File: config.mk
export PLATFORM = sky130hd
export DESIGN_NAME = nibble_serial_adder_flat
export DESIGN_NICKNAME = d
export VERILOG_FILES = /design/src/rtl/nibble_adder_pkg.sv /design/src/rtl/nibble_serial_adder_if.sv /design/src/rtl/adder_4b.sv /design/src/rtl/nibble_serial_adder.sv /design/src/flat_wrapper.sv
export SDC_FILE = /design/constraint.sdc
export NUM_CORES = 1
export LEC_CHECK = 0
export CAP_MARGIN = 10
export CORE_ASPECT_RATIO = 0.9
export CORE_MARGIN = 8
export CORE_UTILIZATION = 55
export CTS_CLUSTER_DIAMETER = 80
export DETAILED_ROUTE_END_ITERATION = 16
export PLACE_DENSITY = 0.85
export RECOVER_POWER = 25
export SKIP_CTS_REPAIR_TIMING = 1
export SLEW_MARGIN = 20
export SYNTH_ARGS = -nofsm -noshare
export SYNTH_HDL_FRONTEND = slang
export SYNTH_SLANG_ARGS = --single-unit
File: constraint.sdc
create_clock -name clk -period 6.5 [get_ports clk]
set_input_delay 0.975 -clock clk [delete_from_list [all_inputs] [get_ports clk]]
set_output_delay 0.975 -clock clk [all_outputs]
set_load 0.02 [all_outputs]
File: src/rtl/nibble_adder_pkg.sv
// Shared constants and helpers for the nibble-serial add/subtract engine.
// Holds nibble width, FSM state encodings and the nibble-count helper.
package nibble_adder_pkg;

  localparam int NIB_W = 4;

  localparam logic [1:0] ST_IDLE = 2'd0;
  localparam logic [1:0] ST_RUN  = 2'd1;
  localparam logic [1:0] ST_DONE = 2'd2;

  function automatic int nib_count(input int width);
    return width / NIB_W;
  endfunction

endpackage

File: src/rtl/nibble_serial_adder_if.sv
// Request/result bundle between the controller and the serial adder.
// master = controller side, slave = engine side.
interface nibble_serial_adder_if #(
  parameter int WIDTH = 16
);
  logic             start;
  logic             sub;
  logic [WIDTH-1:0] a;
  logic [WIDTH-1:0] b;
  logic             busy;
  logic             done;
  logic [WIDTH-1:0] sum;
  logic             cout;
  logic             of;

  modport master (
    output start, sub, a, b,
    input  busy, done, sum, cout, of
  );

  modport slave (
    input  start, sub, a, b,
    output busy, done, sum, cout, of
  );
endinterface

File: src/rtl/adder_4b.sv
// Combinational 4-bit ripple adder stage.
// Exposes the carry into bit 3 so callers can derive signed overflow.
module adder_4b (
  input  logic [3:0] i_a,
  input  logic [3:0] i_b,
  input  logic       i_cin,
  output logic [3:0] o_sum,
  output logic       o_c3,
  output logic       o_cout
);

  logic [4:0] w_c;

  always_comb begin
    w_c    = '0;
    o_sum  = '0;
    w_c[0] = i_cin;
    for (int i = 0; i < 4; i++) begin
      o_sum[i]  = i_a[i] ^ i_b[i] ^ w_c[i];
      w_c[i+1]  = (i_a[i] & i_b[i]) |
                  (w_c[i] & (i_a[i] ^ i_b[i]));
    end
  end

  assign o_c3   = w_c[3];
  assign o_cout = w_c[4];

endmodule

File: src/rtl/nibble_serial_adder.sv
// Nibble-serial WIDTH-bit add/subtract engine, LSB nibble first.
// Define NIBBLE_SERIAL_ADDER_SAT_EN to saturate sum on signed overflow.
module nibble_serial_adder
  import nibble_adder_pkg::*;
#(
  parameter int WIDTH = 16
) (
  input  logic                   clk,
  input  logic                   rst_n,
  nibble_serial_adder_if.slave   bus
);

  localparam int NIB   = nib_count(WIDTH);
  localparam int IDX_W = (NIB > 1) ? $clog2(NIB) : 1;

  logic [1:0]       r_state;
  logic [WIDTH-1:0] r_a;
  logic [WIDTH-1:0] r_b;
  logic [WIDTH-1:0] r_sum;
  logic [IDX_W-1:0] r_idx;
  logic             r_carry;
  logic             r_cout;
  logic             r_of;

  logic [3:0]       w_nsum;
  logic             w_c3;
  logic             w_cout;
  logic             w_last;

  adder_4b u_adder (
    .i_a    (r_a[NIB_W*r_idx +: NIB_W]),
    .i_b    (r_b[NIB_W*r_idx +: NIB_W]),
    .i_cin  (r_carry),
    .o_sum  (w_nsum),
    .o_c3   (w_c3),
    .o_cout (w_cout)
  );

  assign w_last = (r_idx == IDX_W'(NIB - 1));

  always_ff @(posedge clk) begin
    if (!rst_n) begin
      r_state <= ST_IDLE;
      r_a     <= '0;
      r_b     <= '0;
      r_sum   <= '0;
      r_idx   <= '0;
      r_carry <= 1'b0;
      r_cout  <= 1'b0;
      r_of    <= 1'b0;
    end else begin
      unique case (1'b1)
        (r_state == ST_IDLE): begin
          if (bus.start) begin
            r_a     <= bus.a;
            r_b     <= bus.sub ? ~bus.b : bus.b;
            r_carry <= bus.sub;
            r_idx   <= '0;
            r_sum   <= '0;
            r_state <= ST_RUN;
          end
        end
        (r_state == ST_RUN): begin
          r_sum[NIB_W*r_idx +: NIB_W] <= w_nsum;
          r_carry <= w_cout;
          r_idx   <= r_idx + 1'b1;
          if (w_last) begin
            r_cout  <= w_cout;
            r_of    <= w_c3 ^ w_cout;
            r_state <= ST_DONE;
`ifdef NIBBLE_SERIAL_ADDER_SAT_EN
            // true sign of an overflowed result follows A's sign
            if (w_c3 ^ w_cout)
              r_sum <= r_a[WIDTH-1] ?
                {1'b1, {(WIDTH-1){1'b0}}} :
                {1'b0, {(WIDTH-1){1'b1}}};
`endif
          end
        end
        (r_state == ST_DONE): begin
          r_state <= ST_IDLE;
        end
        default: begin
          r_state <= ST_IDLE;
        end
      endcase
    end
  end

  assign bus.busy = (r_state != ST_IDLE);
  assign bus.done = (r_state == ST_DONE);
  assign bus.sum  = r_sum;
  assign bus.cout = r_cout;
  assign bus.of   = r_of;

endmodule
File: src/flat_wrapper.sv
// flat-port wrapper written by rule: the top's interface ports become plain ports
module nibble_serial_adder_flat import nibble_adder_pkg::*;
#(
  parameter int WIDTH = 16
)
  (clk, rst_n, bus_start, bus_sub, bus_a, bus_b, bus_busy, bus_done, bus_sum, bus_cout, bus_of);
  nibble_serial_adder_if #(.WIDTH(WIDTH)) bus_i ();
  input  logic clk;
  input  logic rst_n;
  input wire logic [$bits(bus_i.start)-1:0] bus_start;
  input wire logic [$bits(bus_i.sub)-1:0] bus_sub;
  input wire logic [$bits(bus_i.a)-1:0] bus_a;
  input wire logic [$bits(bus_i.b)-1:0] bus_b;
  output wire logic [$bits(bus_i.busy)-1:0] bus_busy;
  output wire logic [$bits(bus_i.done)-1:0] bus_done;
  output wire logic [$bits(bus_i.sum)-1:0] bus_sum;
  output wire logic [$bits(bus_i.cout)-1:0] bus_cout;
  output wire logic [$bits(bus_i.of)-1:0] bus_of;
  assign bus_i.start = bus_start;
  assign bus_i.sub = bus_sub;
  assign bus_i.a = bus_a;
  assign bus_i.b = bus_b;
  assign bus_busy = bus_i.busy;
  assign bus_done = bus_i.done;
  assign bus_sum = bus_i.sum;
  assign bus_cout = bus_i.cout;
  assign bus_of = bus_i.of;
  nibble_serial_adder #(.WIDTH(WIDTH)) u_core (.clk(clk), .rst_n(rst_n), .bus(bus_i));
endmodule
Yosys cells after proc, flatten, opt, wreduce, memory -nomap -nowiden:

Cells that the tools add are included.

* muxes and demuxes: 11
* bitwise logic cells: 22
* equality and inequality tests: 5
* $add $sub $neg: 2
* reduce and logical (&&, ||, !) cells: 7
* order comparisons: 0
* multiply operators: 0
* div/mod/pow operators: 0
* shift operators: 4

Operator list (number)
* 4-bit negation with 34-bit output: 1
* 4-bit by 34-bit variable shift with 16-bit output (first input constant): 1
* 4-bit by 34-bit indexed part select with 16-bit output: 1
* 16-bit 2-to-1 mux: 2
* 16-bit one-hot mux with 2 select lines: 1
* 16-bit by 5-bit indexed part select with 4-bit output: 2
* 16-bit bitwise mux: 1
* 16-bit inverter: 1
* 1-bit XOR: 9
* 1-bit bitwise AND: 8
* 2-bit one-hot mux with 2 select lines: 2
* 2-bit AND reduction: 4
* 2-bit 2-to-1 mux: 3
* 2-bit equality test (second input constant): 2
* 1-bit bitwise OR: 4
* 2-bit nonzero test: 2
* 2-bit by 1-bit adder with 2-bit output (second input constant): 1
* 2-bit by 1-bit equality test with 1-bit output (second input constant): 1
* 2-bit zero test: 1
* 2-bit by 1-bit inequality test with 1-bit output (second input constant): 1
* 2-bit inequality test (second input constant): 1
* 1-bit one-hot mux with 2 select lines: 1
* 1-bit 2-to-1 mux: 1

* memory bits (writable): 0
* register bits after elaboration: 55
* memories: 0
* memory bits (read-only): 0
* output and inout port bits: 20
* latch bits: 0

Logic depth before layout (Yosys ltp):

Gate-level depths: netlist of run 1.

* word-level depth: 12
* mapped depth: 13

By module:

Synthesis of run 1 repeated with hierarchy kept, for this count alone.

* cells, all modules: 275
* area total of the unflattened synthesis: 2517.4 um2

By module, submodules not included
* nibble_serial_adder: cells each 263, area an instance 2407.3 um2, sequential area each 1101.1 um2, instances 1
* adder_4b: cells each 12, area an instance 110.1 um2, sequential area each 0.0 um2, instances 1

Worst setup path before layout of run 1:

No wires, ideal clock.

* path type: flip-flop to flip-flop
* start point: reg u_core.r_idx[0]
* end point: reg u_core.r_of, in the netlist u_core.bus.of
* cell stages (with the launch flop): 14
* data required time: 6.430 ns
* setup time: 0.070 ns
* path slack: 3.596 ns
* arrival: 2.834 ns
* buffers on the path: 1
* cells stage by stage: dfxtp_1 buf_4 mux4_2 inv_1 fa_1 inv_1 fa_1 inv_1 fa_1 inv_1 fa_1 xnor2_1 nand3_1 a21boi_1

* word-level cells in the longest chain between the ends: 11

RTL lines
* from (decl): line nibble_serial_adder.sv:20 `logic [IDX_W-1:0] r_idx;`
* from (signal assigned): line nibble_serial_adder.sv:66 `r_idx <= r_idx + 1'b1;`
* 16-bit by 5-bit indexed part select with 4-bit output (on tied branches): line nibble_serial_adder.sv:31, nibble_serial_adder.sv:32
* 1-bit XOR: line adder_4b.sv:21 `(w_c[i] & (i_a[i] ^ i_b[i]));`
* 1-bit bitwise AND: line adder_4b.sv:21
* 1-bit bitwise OR: line adder_4b.sv:20 `w_c[i+1] = (i_a[i] & i_b[i]) |`
* 1-bit bitwise AND: line adder_4b.sv:21
* 1-bit bitwise OR: line adder_4b.sv:20
* 1-bit bitwise AND: line adder_4b.sv:21
* 1-bit bitwise OR: line adder_4b.sv:20
* 1-bit bitwise AND: line adder_4b.sv:21
* 1-bit bitwise OR *: line adder_4b.sv:20
* named net u_core.u_adder.o_cout: line adder_4b.sv:9 `output logic o_cout`
* 1-bit XOR *: line nibble_serial_adder.sv:69 `r_of <= w_c3 ^ w_cout;`
* to (signal assigned): line nibble_serial_adder.sv:69
* to (decl): line nibble_serial_adder.sv:23 `logic r_of;`

Mark *: on every way through the listed nets, which the timed path passes. The rest lies on a longest branch.
A chain may end at the register's enable or synchronous reset.

==> results.py, run 1 <==
metrics = {
    "setup_path": {
        "crit_slowest_cell": "clkbuf_1",
        "crit_end": "u_core.bus.sum[0]",
        "ff2ff_path_depth": 11,
        "start_kind": "input pin",
        "cp_cell_sequence": "dlygate4sd3_1 > clkbuf_1 > nand2_1 > or4_4 > o22ai_2",
        "critPathArrivalTime_ps": 4010,
        "worst-r2r-setup-slack_ps": 3130,
        "critPathRequiredTime_ps": 6730,
        "r2r-start": "u_core.r_idx[0]",
        "crit_fanout": 60,
        "critical-path-max-stage-delay_ps": 1560,
        "timing.rr.end": "u_core.bus.sum[15]",
        "critical_path.startpoint": "rst_n",
        "path_class": "input pin to flop",
        "critPathCaptureType": "flop",
    },
    "routing": {
        "drtIter0Drc": 114,
        "wire_per_inst_um": 14.6,
        "drtAntennaViolNets": 0,
        "drc_errors": 0,
        "vias_per_cell": 5.36,
        "finalWirelength_um": 5610,
        "first_pass_iters": 4,
        "dr_total_vias": 2062,
    },
    "logic_synthesis": {
        "syn-cell-area_um2": 2670,
        "synth_top_area_share_pct": 41.3,
        "synthesis.nets": 318,
        "ys_async_sr_fraction_pct": 0,
        "yosysWarnings": 0,
        "synth_edf_count": 0,
        "synth.area.top_cells": "dfxtp_1 41%, nand2_1 10%, o211a_1 6.0%, xnor2_1 5.6%, mux4_2 5.1%",
        "synth_cells": 274,
        "ys_seq_area_share_pct": 41.3,
        "ys.flop_type": "dfxtp_1",
        "syn_area_per_cell_um2": 9.73,
        "synth-seq-cells": 55,
        "ys_types": 41,
        "synth_top_area_cell": "dfxtp_1",
    },
    "finish": {
        "area_growth_syn_to_layout_pct": 24.6,
        "design_area_um2": 3320,
        "drive_gt1_share_pct": 8.44,
        "antenna_cells": 0,
        "post-route-util_pct": 70.0,
        "final_cells": 385,
        "fin_nets": 363,
    },
    "power_and_ir_drop": {
        "power_leakage_nw": 1.44,
        "cellPowerDensity_nw_per_um2": 217,
        "combPwrFrac_pct": 17.7,
        "swShare_pct": 25.6,
        "p_seq_share_pct": 51.0,
        "ir_worst_vdd_v": 0.000146,
        "netSwitchingPower_w": 0.000185,
        "cell_internal_pwr_w": 0.000537,
        "p_clk_share_pct": 31.3,
    },
    "run_status": {
        "violations": "capacitance limit, slew limit",
        "status": "complete, but fails checks",
    },
    "floorplan": {
        "die_h_um": 82.0,
        "start_util_pct": 56.2,
        "dieArea_um2": 7330,
        "core_region_area_um2": 4740,
        "io_pins": 56,
        "rows": 24,
        "fp.dieW_um": 89.4,
    },
    "sta": {
        "relSlewSlack_pct": -46.4,
        "slew_viol_final": 61,
        "worst_pin_slew_ps": 2200,
        "hold-worst-slack_ps": 454,
        "fmax_ghz": 0.265,
        "timing.final.hold_violations": 0,
        "setup-violations-final": 0,
        "grt_setup_unrepaired": "false",
        "period_minus_slack_ps": 3780,
        "fin_setup_tns_ps": 0,
        "skew_ps": 4.84,
        "fin_crit_sh_pct": 58.1,
    },
    "run": {
        "maxCapViolCount": 1,
    },
    "global_route": {
        "grt_pass1_wl_um": 9400,
        "grt_pass1_vias": 2074,
        "grt_start_max_net_pins": 61,
        "grt-ovfl-total": 0,
        "grt_util_all_layers_pct": 16.2,
        "antenna_found_initial": 0,
    },
    "place": {
        "place_area_um2": 3210,
        "gp_congestion": 0.849,
        "portBuffers": 55,
        "hpwl_um": 4160,
        "dp_cells": 377,
    },
    "clocking": {
        "cts_sinks": 55,
        "cts-htree-levels": 2,
        "cts_buffers": 5,
        "cts_tree": "yes",
        "ctsRootBufferMaster": "clkbuf_8",
        "clockBufferDepth": 2,
        "clk_latency_ps": 300,
        "cts.clk_slew.worst_paths_ps": 90,
    },
    "min_path": {
        "hold_path_class": "flop to flop",
    },
}
[worst min path at each step]
stage               depth (start not counted)  slack (ps)          start            end
floorplan                                   2         430  u_core.r_a[4]  u_core.r_a[4]
global placement                            2         440  u_core.r_a[3]  u_core.r_a[3]
detailed placement                          2         450  u_core.r_a[2]  u_core.r_a[2]
CTS                                         2         460  u_core.r_a[2]  u_core.r_a[2]
global route                                2         480  u_core.r_a[4]  u_core.r_a[4]
finish                                      2         450  u_core.r_a[2]  u_core.r_a[2]
[synthesized netlist by cell type, types with 2 or more instances]
cell	count
dfxtp_1	55
xnor2_1	17
a32o_1	2
o22ai_1	12
inv_1	10
clkbuf_1	7
nand2_1	72
o22ai_2	2
o211a_1	16
buf_4	5
a21boi_1	17
nand4_2	2
nand2b_1	3
mux4_1	2
nor2b_1	2
nor2_1	3
buf_2	6
and3_1	3
ha_1	4
fa_1	4
a21oi_1	5
mux4_2	6
[cells in the final DEF (no fill, tap or decap), types with 2 or more instances in the layout]
| cell | instances |
|---|---|
| o211a_1 | 16 |
| nor2_1 | 3 |
| mux4_2 | 6 |
| a21boi_1 | 17 |
| a32o_1 | 2 |
| xnor2_1 | 17 |
| a21oi_1 | 5 |
| nand2b_1 | 3 |
| dlygate4sd3_1 | 15 |
| nor2b_1 | 2 |
| clkdlybuf4s50_1 | 40 |
| and3_1 | 3 |
| dfxtp_1 | 55 |
| ha_1 | 4 |
| clkbuf_8 | 5 |
| o22ai_1 | 12 |
| mux4_1 | 2 |
| fa_1 | 4 |
| nand4_2 | 2 |
| o22ai_2 | 2 |
| nand2_1 | 72 |
| inv_1 | 10 |
[metrics by stage]
step	total power, W	setup WS (ps)
after floorplan	0.000460	3600
after global placement	0.000500	3260
after detailed placement	0.000503	3170
after CTS	0.000725	3140
after global routing	0.000753	2460
final	0.000722	2720
[registers in the layout, indices dropped and copies added (netlist names)]
name,cells
u_core.bus.cout,1
u_core.r_idx,2
u_core.bus.of,1
u_core.r_b,16
u_core.bus.sum,16
u_core.r_state,2
u_core.r_carry,1
u_core.r_a,16
[cell type report]
type	count	area [um^2]
fillers	388	1420
inverters	10	37.5
flip-flops and latches	55	1100
repair buffers	57	562
multi-input cells	190	1430
clock inverters	3	43.8
clock buffers	5	68.8
well taps	65	81.3
[kinds of logic (layout without fill, tap and decap cells)]
| family | after synthesis | in the layout | share of synthesized area (%) |
|---|---|---|---|
| AND/OR/NAND/NOR | 97 | 97 | 17.5 |
| AO/OA/AOI/OAI | 59 | 59 | 17.9 |
| adder cells (fa/ha/maj) | 8 | 8 | 4.88 |
| XOR/XNOR | 17 | 17 | 5.59 |
| multiplexers | 9 | 9 | 7.42 |
| buffers and inverters | 29 | 75 | 5.35 |
| flip-flops | 55 | 55 | 41.3 |
[worst max-delay path: cells and delay by family]
kind | cells | cell delay [ps]
buffers and inverters | 2 | 2080
AND/OR/NAND/NOR | 2 | 810
AO/OA/AOI/OAI | 1 | 150
[layer usage]
layer  global-route usage, %  wire, um
met1                    20.1      2620
met2                    27.1      2680
met3                    3.50       222
met4                    5.47        91
met5                       0         0
[power groups by stage]
stage,clock network (W),logic (W),registers (W)
2_1_floorplan,0,0.0000892,0.000371
3_3_place_gp,0,0.000124,0.000376
3_5_place_dp,0,0.000127,0.000376
4_1_cts,0.000228,0.000128,0.000369
5_1_grt,0.000241,0.000140,0.000372
6_report,0.000226,0.000127,0.000369
Note: power is estimated with default switching activity, not from simulation.
==> run 2, diff against run 1 <==
--- a/config.mk
+++ b/config.mk
@@ -8,10 +8,10 @@
 export CAP_MARGIN = 10
 export CORE_ASPECT_RATIO = 0.9
 export CORE_MARGIN = 8
-export CORE_UTILIZATION = 55
+export CORE_UTILIZATION = 46
 export CTS_CLUSTER_DIAMETER = 80
 export DETAILED_ROUTE_END_ITERATION = 16
-export PLACE_DENSITY = 0.85
+export PLACE_DENSITY = 0.76
 export RECOVER_POWER = 25
 export SKIP_CTS_REPAIR_TIMING = 1
 export SLEW_MARGIN = 20
==> constraint.sdc (replaced) <==
create_clock -name clk -period 3.15 [get_ports clk]
set_input_delay 0.4725 -clock clk [delete_from_list [all_inputs] [get_ports clk]]
set_output_delay 0.4725 -clock clk [all_outputs]
set_load 0.02 [all_outputs]
==> results.py, run 2 (synthesis results as in run 1) <==
metrics = {
    "floorplan": {
        "core_region_area_um2": 5630,
        "fp.dieW_um": 96.2,
        "start_util_pct": 47.4,
        "io_pins": 56,
        "dieArea_um2": 8490,
        "die_h_um": 88.2,
        "rows": 26,
    },
    "place": {
        "hpwl_um": 4250,
        "dp_cells": 385,
        "gp_congestion": 0.805,
        "portBuffers": 55,
    },
    "global_route": {
        "antenna_found_initial": 0,
        "grt_pass1_vias": 1950,
        "grt-ovfl-total": 0,
        "grt_pass1_wl_um": 9340,
        "grt_start_max_net_pins": 60,
        "grt_util_all_layers_pct": 13.7,
    },
    "routing": {
        "wire_per_inst_um": 14.4,
        "drtAntennaViolNets": 0,
        "drtIter0Drc": 80,
        "drc_errors": 0,
        "dr_total_vias": 2040,
        "finalWirelength_um": 5640,
        "first_pass_iters": 4,
        "vias_per_cell": 5.22,
    },
    "finish": {
        "final_common_cell": "nand2_1",
        "post-route-util_pct": 58.9,
        "antenna_cells": 0,
        "drive_gt1_share_pct": 9.03,
        "final_cell_mix": "72 x nand2_1, 54 x dfxtp_1, 42 x clkdlybuf4s50_1",
        "fin_nets": 366,
        "area_growth_syn_to_layout_pct": 24.3,
        "final_cells": 391,
    },
    "power_and_ir_drop": {
        "fin_total_pwr_w": 0.00137,
        "p_seq_share_pct": 55.1,
        "power_leakage_nw": 1.43,
        "netSwitchingPower_w": 0.000351,
        "cell_internal_pwr_w": 0.00102,
        "combPwrFrac_pct": 19.5,
        "swShare_pct": 25.5,
        "p_clk_share_pct": 25.4,
        "cellPowerDensity_nw_per_um2": 414,
        "ir_worst_vdd_v": 0.000320,
    },
    "clocking": {
        "cts-htree-levels": 2,
        "cts_sinks": 55,
        "cts.clk_slew.worst_paths_ps": 90,
        "ctsRootBufferMaster": "clkbuf_8",
        "cts_buffers": 5,
        "clk_latency_ps": 290,
        "cts_tree": "yes",
        "clockBufferDepth": 2,
    },
    "sta": {
        "skew_ps": 7.22,
        "slew_viol_final": 0,
        "hold-worst-slack_ps": 452,
        "grt_setup_unrepaired": "false",
        "relSlewSlack_pct": 31.8,
        "worst_pin_slew_ps": 1020,
        "fmax_ghz": 0.347,
        "period_minus_slack_ps": 2880,
        "setup-violations-final": 0,
        "timing.final.hold_violations": 0,
        "fin_setup_tns_ps": 0,
        "fin_crit_sh_pct": 91.5,
    },
    "min_path": {
        "hp-start": "u_core.r_a[0]",
        "worst_hold_path.endpoint": "u_core.r_a[0]",
        "whs_path_depth": 2,
        "hold_path_class": "flop to flop",
    },
    "run": {
        "maxCapViolCount": 0,
    },
    "run_status": {
        "status": "finished, final reports clean",
    },
    "setup_path": {
        "path_class": "flop to flop",
        "timing.rr.end": "u_core.bus.of",
        "ff2ff_path_depth": 12,
        "r2r-start": "u_core.r_idx[0]",
        "worst-r2r-setup-slack_ps": 270,
        "critPathCaptureType": "flop",
        "crit_fanout": 6,
        "start_kind": "flop",
        "critPathRequiredTime_ps": 3380,
        "critPathArrivalTime_ps": 3110,
    },
}
[run 2: cell count changes in the layout (fill, tap and decap cells not counted), moves of 2 or more]
cell             previous run  this run
dlygate4sd3_1              15        13
a21boi_1                   17        15
clkdlybuf4s50_1            40        42
buf_4                       1         4
a21boi_0                    1         3
[run 2: metal layers]
metal,global-route usage (%),up-vias,share of wire [%]
met2,19.6,51,43
li1,-,1035,-
met4,4.04,0,1.2
met3,3.39,6,6.0
met1,19.6,948,50
met5,0,-,0
[run 2: power groups by stage]
stage | clock, W | combinational (W) | sequential (W)
2_1_floorplan | 0 | 0.000184 | 0.000765
3_3_place_gp | 0 | 0.000268 | 0.000772
3_5_place_dp | 0 | 0.000271 | 0.000773
4_1_cts | 0.000358 | 0.000271 | 0.000757
5_1_grt | 0.000383 | 0.000297 | 0.000762
6_report | 0.000348 | 0.000268 | 0.000757
[run 2: worst max-delay path by stage]
stage               startpoint       endpoint  slack [ps]  cells past startpoint
2_1_floorplan  u_core.r_idx[0]  u_core.bus.of         250                     13
4_1_cts        u_core.r_idx[0]  u_core.bus.of         170                     12
3_5_place_dp   u_core.r_idx[0]  u_core.bus.of         220                     12
6_report       u_core.r_idx[0]  u_core.bus.of         270                     12
3_3_place_gp   u_core.r_idx[0]  u_core.bus.of         270                     12
5_1_grt        u_core.r_idx[0]  u_core.bus.of          70                     12
[run 2: metrics by stage]
stage	setup WS, ps	cell area [um^2]
3_3_place_gp	274	3240
5_1_grt	67.9	3310
2_1_floorplan	246	2670
3_5_place_dp	217	3240
6_report	268	3310
4_1_cts	167	3310
[run 2: layout make-up]
class | count | area (um^2)
tap | 70 | 87.6
sequential | 55 | 1100
clock buffer | 6 | 72.6
fill | 507 | 2310
multi-input combinational | 190 | 1430
inverter | 10 | 37.5
timing repair buffer | 60 | 586
[run 2: worst max-delay path: stages, from the launching register on]
cell and delay [ps]:
dfxtp_2 410, mux4_1 560, inv_1 90, fa_1 160, inv_1 50, fa_1 360
inv_1 80, fa_1 200, inv_1 60, fa_1 430, xnor2_1 180, nand3_1 90
a21boi_1 140
==> run 3, diff against run 2 <==
--- a/config.mk
+++ b/config.mk
@@ -11,6 +11,7 @@
 export CORE_UTILIZATION = 46
 export CTS_CLUSTER_DIAMETER = 80
 export DETAILED_ROUTE_END_ITERATION = 16
+export GPL_TIMING_DRIVEN = 0
 export PLACE_DENSITY = 0.76
 export RECOVER_POWER = 25
 export SKIP_CTS_REPAIR_TIMING = 1
==> results.py, run 3 (synthesis results as in run 1) <==
metrics = {
    "power_and_ir_drop": {
        "netSwitchingPower_w": 0.000380,
        "p_clk_share_pct": 27.3,
        "fin_total_pwr_w": 0.00144,
        "combPwrFrac_pct": 20.4,
        "cellPowerDensity_nw_per_um2": 420,
        "p_seq_share_pct": 52.4,
        "ir_worst_vdd_v": 0.000250,
        "swShare_pct": 26.4,
        "power_leakage_nw": 1.45,
        "cell_internal_pwr_w": 0.00106,
    },
    "routing": {
        "vias_per_cell": 5.24,
        "drc_errors": 0,
        "first_pass_iters": 4,
        "wire_per_inst_um": 15.3,
        "drtAntennaViolNets": 0,
        "drtIter0Drc": 63,
        "finalWirelength_um": 6250,
        "dr_total_vias": 2137,
    },
    "setup_path": {
        "crit_path_frequent_cell": "inv_1",
        "critical-path-max-stage-delay_ps": 500,
        "critPathArrivalTime_ps": 3240,
        "worst-path-buf-inv": 5,
        "crit_fanout": 10,
        "cp_cell_sequence": "buf_8 > mux4_2 > inv_1 > fa_1 > inv_1 > fa_1 > inv_1 > fa_2 > inv_1 > fa_2 > xnor2_2 > nand3_1 > a21boi_1",
        "critPathCaptureType": "flop",
        "crit_slowest_cell": "mux4_2",
        "path_delay_family": "adder cells",
        "start_kind": "flop",
        "path_class": "flop to flop",
        "critPathRequiredTime_ps": 3400,
    },
    "global_route": {
        "grt_pass1_wl_um": 10600,
        "grt_pass1_vias": 2246,
        "grt_util_all_layers_pct": 15.9,
        "grt-ovfl-total": 0,
        "grt_start_max_net_pins": 16,
        "antenna_found_initial": 0,
    },
    "finish": {
        "antenna_cells": 0,
        "multiInputGateArea_um2": 1430,
        "fin_nets": 382,
        "area_growth_syn_to_layout_pct": 28.4,
        "final_cells": 408,
        "register_area_um2": 1100,
        "fillers": 504,
        "drive_gt1_share_pct": 12.4,
        "design_area_um2": 3420,
        "final_common_cell": "nand2_1",
        "final_cell_mix": "72 x nand2_1, 54 x dfxtp_1, 52 x clkdlybuf4s50_1",
        "post-route-util_pct": 60.8,
    },
    "clocking": {
        "cts_tree": "yes",
        "cts_sinks": 55,
        "clockBufferDepth": 2,
        "clk_latency_ps": 310,
        "cts.clk_slew.worst_paths_ps": 90,
        "cts_buffers": 5,
        "cts-htree-levels": 2,
        "ctsRootBufferMaster": "clkbuf_8",
    },
    "sta": {
        "relSlewSlack_pct": 66.0,
        "skew_ps": 7.54,
        "fin_setup_tns_ps": 0,
        "worst_pin_slew_ps": 510,
        "period_minus_slack_ps": 2990,
        "fmax_ghz": 0.335,
        "slew_viol_final": 0,
        "timing.final.hold_violations": 0,
        "grt_setup_unrepaired": "false",
        "fin_crit_sh_pct": 94.8,
        "setup-violations-final": 0,
    },
    "floorplan": {
        "fp.dieW_um": 96.2,
        "rows": 26,
        "dieArea_um2": 8490,
        "io_pins": 56,
        "core_region_area_um2": 5630,
        "start_util_pct": 47.4,
        "die_h_um": 88.2,
    },
    "min_path": {
        "hold_path_class": "flop to flop",
    },
    "place": {
        "hpwl_um": 4870,
        "portBuffers": 54,
        "gp_congestion": 0.851,
        "place_area_um2": 3290,
        "dp_cells": 398,
    },
    "run": {
        "maxCapViolCount": 0,
    },
    "run_status": {
        "status": "finished, final reports clean",
    },
}
-- run 3: final cells by class --
type                       count  share of cell area (%)
clock buffer                   6                    2.41
multi-input combinational    190                    41.8
timing repair buffer          57                    16.5
tap                           70                    2.56
buffer                        19                    3.26
sequential                    55                    32.3
clock inverter                 1                   0.146
inverter                      10                    1.10
-- run 3: power by group through the flow --
| stage | Sequential (W) | Combinational [W] | Clock, W |
|---|---|---|---|
| floorplan | 0.000765 | 0.000184 | 0 |
| global placement | 0.000768 | 0.000281 | 0 |
| detailed placement | 0.000769 | 0.000286 | 0 |
| CTS | 0.000753 | 0.000287 | 0.000401 |
| global route | 0.000757 | 0.000323 | 0.000433 |
| finish | 0.000752 | 0.000293 | 0.000392 |
-- run 3: per-stage QoR --
step | hold slack, ps | worst slack, ps
3_3_place_gp | 437 | -184
4_1_cts | 457 | -241
2_1_floorplan | 430 | 246
6_report | 453 | 162
5_1_grt | 480 | 9.07
3_5_place_dp | 445 | -206
-- run 3: worst paths after layout --
check | endpoint | depth (start not counted) | start | slack (ps)
setup / recovery | u_core.bus.of | 13 | u_core.r_idx[0] | 160
hold / removal | u_core.r_a[8] | 2 | u_core.r_a[8] | 450
setup reg to reg | u_core.bus.of | 13 | u_core.r_idx[0] | 160
hold reg to reg | u_core.r_a[8] | 2 | u_core.r_a[8] | 450
-- run 3: worst reg2reg max path, delay by kind of cell (launching register included) --
family / cells / cell delay [ps]
compound gates: 1 / 150
buf+inv: 5 / 440
mux: 1 / 500
simple gates: 1 / 110
fa+ha+maj: 4 / 1130
xor+xnor: 1 / 170
flops: 1 / 410
-- run 3: per-layer routing --
layer	track usage, %	wire (um)	vias up
met3	4.16	419	9
met1	20.2	2820	1007
met2	25.7	2940	50
li1	-	-	1071
met5	0	0	-
met4	5.02	66	0
